**src/rtl/pipe_ex_stage.sv**
```systemverilog
// Execute stage and EX/MEM pipeline register of the pipelined MIPS core.
// Resolves operand forwarding, computes the ALU result, resolves BEQ/BNE/J
// into a combinational fetch redirect, and registers MEM/WB controls.
module pipe_ex_stage (
   input  logic        clk,
   input  logic        reset,
   input  logic        hold,
   input  logic [31:0] instr,
   input  logic [31:0] read_data1,
   input  logic [31:0] read_data2,
   input  logic [31:0] imm_ext,
   input  logic [4:0]  wb_addr,
   input  logic [31:0] pc_4,
   input  logic        branch_eq,
   input  logic        branch_ne,
   input  logic        jump,
   input  logic        mem_read,
   input  logic        mem_write,
   input  logic        mem_to_reg,
   input  logic        reg_write,
   input  logic        alu_src,
   input  logic [3:0]  alu_op,
   input  logic        wb_reg_write,
   input  logic [4:0]  wb_dest,
   input  logic [31:0] wb_data,
   output logic [31:0] exmem_alu_result,
   output logic [31:0] exmem_store_data,
   output logic [4:0]  exmem_wb_addr,
   output logic [31:0] exmem_instr,
   output logic        exmem_mem_read,
   output logic        exmem_mem_write,
   output logic        exmem_mem_to_reg,
   output logic        exmem_reg_write,
   output logic        redirect_valid,
   output logic [31:0] redirect_pc
);

   logic [4:0]  rsAddr;
   logic [4:0]  rtAddr;
   logic [4:0]  shamt;
   logic [31:0] opA;
   logic [31:0] opRt;
   logic [31:0] opB;
   logic [31:0] aluResult;
   logic [31:0] branchTarget;
   logic [31:0] jumpTarget;
   logic        zero;
   logic        taken;

   assign rsAddr = instr[25:21];
   assign rtAddr = instr[20:16];
   assign shamt  = instr[10:6];

   // Operand forwarding: EX/MEM beats MEM/WB; $0 is never forwarded.
   always_comb begin
      opA = read_data1;
      if (exmem_reg_write && (exmem_wb_addr != 5'd0) && (exmem_wb_addr == rsAddr)) begin
         opA = exmem_alu_result;
      end else if (wb_reg_write && (wb_dest != 5'd0) && (wb_dest == rsAddr)) begin
         opA = wb_data;
      end
      opRt = read_data2;
      if (exmem_reg_write && (exmem_wb_addr != 5'd0) && (exmem_wb_addr == rtAddr)) begin
         opRt = exmem_alu_result;
      end else if (wb_reg_write && (wb_dest != 5'd0) && (wb_dest == rtAddr)) begin
         opRt = wb_data;
      end
   end

   assign opB = alu_src ? imm_ext : opRt;

   // ALU; undefined operation codes yield zero.
   always_comb begin
      aluResult = 32'd0;
      case (alu_op)
         4'b0000: aluResult = opA & opB;
         4'b0001: aluResult = opA | opB;
         4'b0010: aluResult = opA + opB;
         4'b0011: aluResult = ~(opA | opB);
         4'b0100: aluResult = opA - opB;
         4'b0101: aluResult = {31'd0, $signed(opA) < $signed(opB)};
         4'b0110: aluResult = opB << shamt;
         4'b0111: aluResult = opB >> shamt;
         4'b1000: aluResult = {imm_ext[15:0], 16'd0};
         4'b1001: aluResult = opA ^ opB;
         default: aluResult = 32'd0;
      endcase
   end

   // Branch compare uses the forwarded rt even for immediate-form instructions.
   assign zero         = (opA == opRt);
   assign taken        = (branch_eq & zero) | (branch_ne & ~zero);
   assign branchTarget = pc_4 + {imm_ext[29:0], 2'b00};
   assign jumpTarget   = {pc_4[31:28], instr[25:0], 2'b00};

   // Redirect is suppressed during hold; the held branch fires once hold drops.
   always_comb begin
      redirect_valid = 1'b0;
      redirect_pc    = 32'd0;
      if ((jump | taken) & ~hold & ~reset) begin
         redirect_valid = 1'b1;
         redirect_pc    = jump ? jumpTarget : branchTarget;
      end
   end

   // EX/MEM register, falling-edge like the rest of the pipeline; reset beats hold.
   always_ff @(negedge clk) begin
      if (reset) begin
         exmem_alu_result <= 32'd0;
         exmem_store_data <= 32'd0;
         exmem_wb_addr    <= 5'd0;
         exmem_instr      <= 32'd0;
         exmem_mem_read   <= 1'b0;
         exmem_mem_write  <= 1'b0;
         exmem_mem_to_reg <= 1'b0;
         exmem_reg_write  <= 1'b0;
      end else if (!hold) begin
         exmem_alu_result <= aluResult;
         exmem_store_data <= opRt;
         exmem_wb_addr    <= wb_addr;
         exmem_instr      <= instr;
         exmem_mem_read   <= mem_read;
         exmem_mem_write  <= mem_write;
         exmem_mem_to_reg <= mem_to_reg;
         exmem_reg_write  <= reg_write;
      end
   end

endmodule

```
**config.mk**
```make
export PLATFORM = sky130hd
export DESIGN_NAME = pipe_ex_stage
export DESIGN_NICKNAME = d
export VERILOG_FILES = /design/src/rtl/pipe_ex_stage.sv
export SDC_FILE = /design/constraint.sdc
export NUM_CORES = 1
export LEC_CHECK = 0
export BUFFER_PORTS_ARGS = -buffer_cell sky130_fd_sc_hd__buf_2
export CAP_MARGIN = 10
export CORE_ASPECT_RATIO = 1.75
export CORE_MARGIN = 2
export CORE_UTILIZATION = 58
export DETAILED_ROUTE_END_ITERATION = 8
export PLACE_DENSITY = 0.83
export SETUP_SLACK_MARGIN = 0.5
export SYNTH_ARGS = -nofsm -noshare
export SYNTH_HDL_FRONTEND = slang
export SYNTH_SLANG_ARGS = --single-unit
```
**constraint.sdc**
```tcl
create_clock -name clk -period 17.65 [get_ports clk]
set_clock_uncertainty 0.2 [all_clocks]
set_input_delay 3.53 -clock clk [delete_from_list [all_inputs] [get_ports clk]]
set_output_delay 3.53 -clock clk [all_outputs]
set_load 0.05 [all_outputs]
```
==> results_dict.tcl, run 1 <==
set metrics [dict create \
    dieWidth_um 137 \
    synthArstFlopShare_pct 0 \
    overflow 465 \
    place_congestion 1.41 \
    track_usage_pct 77.7 \
    grt_max_degree 68 \
    synth.distinct_cells 95 \
    haltStage "global routing" \
    cts_hold_buf 0 \
    cts_buffers 9 \
    synthCells 2487 \
    syn_area_um2 18000 \
    grt_pass1_vias 28100 \
    ioPinCount 356 \
    start_util_pct 58.6 \
    place_area_um2 21000 \
    dp_hpwl_um 82100 \
    cts_max_level 3 \
    error_line "[ERROR GRT-0116] Global routing finished with congestion. Check the congestion regions in the DRC Viewer." \
    io_buffers 355 \
    syn_avg_cell_area_um2 7.25 \
    synth_top_area_share_pct 11.7 \
    dp.cells 3224 \
    synth_warnings 0 \
    status "aborted with a tool error" \
    ys.flop_type "dfxtp_1" \
    cts_max_path_buffers 2 \
    cts-root-buf "clkbuf_16" \
    synth_nets 2833 \
    synth-edff-count 0 \
    core.rowCount 85 \
    die_h_um 237 \
    grt_pass1_wl_um 193000 \
    clock_sinks 105 \
    synthTopCellsByArea "dfxtp_1, ha_1, mux2i_1" \
    yosysSeqAreaShare_pct 11.7 \
    ys_ff_latch 105 \
    yosysTopAreaCell "dfxtp_1" \
]
cells in the mapped netlist, types with 11 or more instances:
cell type    n
nor2_1     227
o21a_1      13
and3_1      15
o21ai_0    143
inv_1      143
buf_1       22
o211ai_1    25
clkbuf_1   151
nand2b_1    19
a21o_1      24
and2_1      14
dfxtp_1    105
o31ai_1     17
a31oi_2     12
xor2_1      14
nor2b_1     15
mux2i_1    135
a22oi_1     34
o221ai_1    11
a31oi_1     81
a2111oi_0   11
nor3_1     102
a211oi_1    32
o2111ai_1   18
a21oi_1    149
nand4_1     26
nor4_1      43
nand3_1     67
o21bai_1    16
o22ai_1     31
mux4_2      51
ha_1       125
a221oi_1    34
or3_1       52
xnor2_1     70
nand2_1    199
mux2_2      26
metal layers:
layer	GRT overflow	GRT usage [%]
met4	183	79.9
met3	11	64.5
met2	265	93.7
met1	5	75.0
met5	1	30.6
logic make-up after synthesis:
group | after synthesis | synth area share, %
compound gates | 783 | 30.0
flops | 105 | 11.7
simple gates | 829 | 22.2
mux | 212 | 15.5
xor+xnor | 84 | 4.08
fa+ha+maj | 128 | 9.01
buf+inv | 346 | 7.51
repair_timing:
item                                   4_1_cts
cloned                                       0
endpoints found under the hold margin        0
buffers inserted                             1
setup endpoints to repair                   43
resized for setup                           13
pin swaps                                    2
metrics by stage:
| step | setup slack [ns] | hold slack, ns |
|---|---|---|
| after detailed placement | -0.180 | 0.279 |
| after floorplan | 0.357 | 0.485 |
| after global placement | -0.105 | 0.269 |
| after CTS | 0.516 | 0.288 |
==> run 2, diff against run 1 <==
--- a/config.mk
+++ b/config.mk
@@ -7,12 +7,10 @@
 export LEC_CHECK = 0
 export BUFFER_PORTS_ARGS = -buffer_cell sky130_fd_sc_hd__buf_2
 export CAP_MARGIN = 10
-export CORE_ASPECT_RATIO = 1.75
 export CORE_MARGIN = 2
-export CORE_UTILIZATION = 58
+export CORE_UTILIZATION = 40
 export DETAILED_ROUTE_END_ITERATION = 8
-export PLACE_DENSITY = 0.83
-export SETUP_SLACK_MARGIN = 0.5
+export PLACE_DENSITY_LB_ADDON = 0.15
 export SYNTH_ARGS = -nofsm -noshare
 export SYNTH_HDL_FRONTEND = slang
 export SYNTH_SLANG_ARGS = --single-unit
==> results_dict.tcl, run 2 <==
set metrics [dict create \
    die_h_um 216 \
    io_buffers 355 \
    hold_viol 0 \
    fillers 4429 \
    fin_util_pct 51.2 \
    place_congestion 1.18 \
    r2r_cells 19 \
    synthArstFlopShare_pct 0 \
    ir_drop_mv 0.0569 \
    drive_gt1_share_pct 25.8 \
    synth_most_common_cell "nor2_1" \
    power_frac_comb_pct 57.4 \
    clkPwrFrac_pct 23.9 \
    track_usage_pct 51.2 \
    max_stage_delay_ns 0.66 \
    cp-start-kind "flop" \
    route.detailed.drc 0 \
    dieWidth_um 216 \
    overflow 0 \
    cp.arrival_ns 13.82 \
    tritoncts "built" \
    core.rowCount 77 \
    ff_latch_area_um2 2100 \
    crit_chain "xnor2_1 > nand2_1 > buf_4 > buf_4 > nor4_1 > a31oi_1 > buf_4 > xnor2_1 > nand4_1 > nor4_2 > a21boi_1 > a311oi_4 > buf_12 > a211oi_1 > buf_2" \
    final_common_cell "buf_2" \
    ys.flop_type "dfxtp_1" \
    cts_setup_buffers 0 \
    start_util_pct 40.7 \
    end_kind "output port" \
    grt_pass1_wl_um 173000 \
    grt_pass1_vias 24100 \
    critical_path_class "reg -> out" \
    core-area_um2 44300 \
    drt-total-wl_um 124000 \
    switching_share_pct 54.0 \
    wl_per_cell_um 34.2 \
    syn_avg_cell_area_um2 7.25 \
    yosysTopAreaCell "dfxtp_1" \
    cts_max_path_buffers 2 \
    synthCells 2487 \
    drv_cap 0 \
    sequentialPowerShare_pct 18.6 \
    first_pass_iters 7 \
    r2r_end "exmem_alu_result[31]" \
    cts_max_level 3 \
    stdcell_count 3628 \
    multiInputGateArea_um2 14700 \
    nNetsFinal 3371 \
    antenna_found_initial 9 \
    dp_hpwl_um 97800 \
    top_regs "exmem_alu_result: 32 flops, exmem_instr: 32 flops, exmem_store_data: 32 flops" \
    synth.distinct_cells 95 \
    synth_warnings 0 \
    dp.cells 3502 \
    first_iter_violations 3892 \
    yosysSeqAreaShare_pct 11.7 \
    setup.worst_path.start "exmem_wb_addr[4]" \
    syn_area_um2 18000 \
    synth_top_area_share_pct 11.7 \
    cts_buffers 9 \
    synthTopCellsByArea "dfxtp_1, ha_1, mux2i_1" \
    status "completed" \
    insertion_delay_ns 0.48 \
    ys_ff_latch 105 \
    clock_sinks 105 \
    clk_pin_slew_ns 0.04 \
    worstPathRequired_ns 13.92 \
    finalMaxSlewViolations 0 \
    synth-edff-count 0 \
    hold_depth 2 \
    power.density_nw_per_um2 65.1 \
    worst_pin_slew_ns 1.26 \
    p_leak_nw 10.3 \
    routed-via-count 25200 \
    grt_max_degree 75 \
    syn2layout_area_growth_pct 26.0 \
    synth_nets 2833 \
    rsz0062_at_grt "no" \
    ioPinCount 356 \
    p_sw_w 0.000799 \
    cp_slowest_cell "a31oi_1" \
    ant_nets 0 \
    timing.critical_path.mode_cell "buf_4" \
    die_area_um2 46800 \
    synth_common_cells "nor2_1, nand2_1, clkbuf_1" \
    worstReg2RegStart "exmem_wb_addr[2]" \
    hold_path_class "reg -> reg" \
    p_int_w 0.000679 \
    slew_headroom_pct 15.0 \
    avgViaCountPerCell 6.96 \
    r2r_slack_ns 11.67 \
    path_max_fanout 33 \
    endpoint "redirect_pc[22]" \
    cts-root-buf "clkbuf_16" \
    final_cell_mix "buf_2, buf_4, inv_1" \
    finalSetupViolCount 0 \
]
## run 2: cell counts after synthesis
Identical to the previous run, type by type.
## run 2: layout make-up
class	count	share of cell area (%)
Inverter	152	2.51
Multi-Input combinational cell	2036	64.6
Sequential cell	105	9.26
Tap cell	592	3.26
Antenna cell	6	0.0661
Timing Repair Buffer	616	17.1
Clock inverter	112	2.17
Clock buffer	9	0.992
## run 2: metrics by stage
step | hold slack [ns] | cell area, um^2 | total power (W) | setup TNS [ns] | setup slack [ns]
finish | 0.289 | 22700 | 0.00148 | 0 | 0.100
global placement | 0.269 | 21900 | 0.00111 | 0 | 0.0927
floorplan | 0.485 | 18000 | 0.000769 | -0.639 | -0.320
global route | 0.316 | 22700 | 0.00153 | 0 | 0.0196
CTS | 0.288 | 22700 | 0.00144 | 0 | 0.162
detailed placement | 0.278 | 21900 | 0.00111 | -0.000388 | -0.000388
## run 2: what timing repair did
action | 4_1_cts | 5_1_grt
hold buffers | 0 | 0
gates cloned | 0 | 0
gates resized for setup | 1 | 4
setup endpoints to repair | 3 | 33
## run 2: kinds of logic after synthesis
group / synth area share (%)
multiplexers: 15.5
AO/OA/AOI/OAI: 30.0
buffers and inverters: 7.51
AND/OR/NAND/NOR: 22.2
flip-flops: 11.7
XOR/XNOR: 4.08
adder cells (fa/ha/maj): 9.01
## run 2: routing by layer
layer | routed length [um] | up-vias | share of wire [%] | GRT usage (%)
met1 | 43100 | 11900 | 35 | 57.6
met2 | 50000 | 2214 | 40 | 73.7
met4 | 12300 | 14 | 9.9 | 40.8
li1 | - | 10500 | - | -
met3 | 18500 | 668 | 15 | 24.1
met5 | 284 | - | 0.23 | 2.71
## run 2: power by group through the flow
| stage | Sequential, W | Combinational (W) | Clock [W] |
|---|---|---|---|
| floorplan | 0.000315 | 0.000418 | 0.0000363 |
| detailed placement | 0.000276 | 0.000801 | 0.0000363 |
| global placement | 0.000275 | 0.000797 | 0.0000363 |
| CTS | 0.000272 | 0.000805 | 0.000359 |
| finish | 0.000275 | 0.000849 | 0.000354 |
| global route | 0.000274 | 0.000872 | 0.000379 |
## run 2: how the worst min path moves through the flow
stage | startpoint | to
global placement | exmem_instr[6] | exmem_instr[6]
floorplan | exmem_alu_result[5] | exmem_alu_result[5]
global route | exmem_store_data[4] | exmem_store_data[4]
finish | exmem_instr[30] | exmem_instr[30]
CTS | exmem_instr[30] | exmem_instr[30]
detailed placement | exmem_store_data[28] | exmem_store_data[28]
## run 2: critical path: cells and delay by family (launching register included)
family	cells	cell delay [ns]
AOI/OAI and AO/OA	4	1.29
DFF	1	0.46
xor gates and xnor gates	2	0.28
buffers and inverters	5	1.20
and+or+nand+nor	4	1.27
No activity file was read; power rests on OpenSTA's default activity.
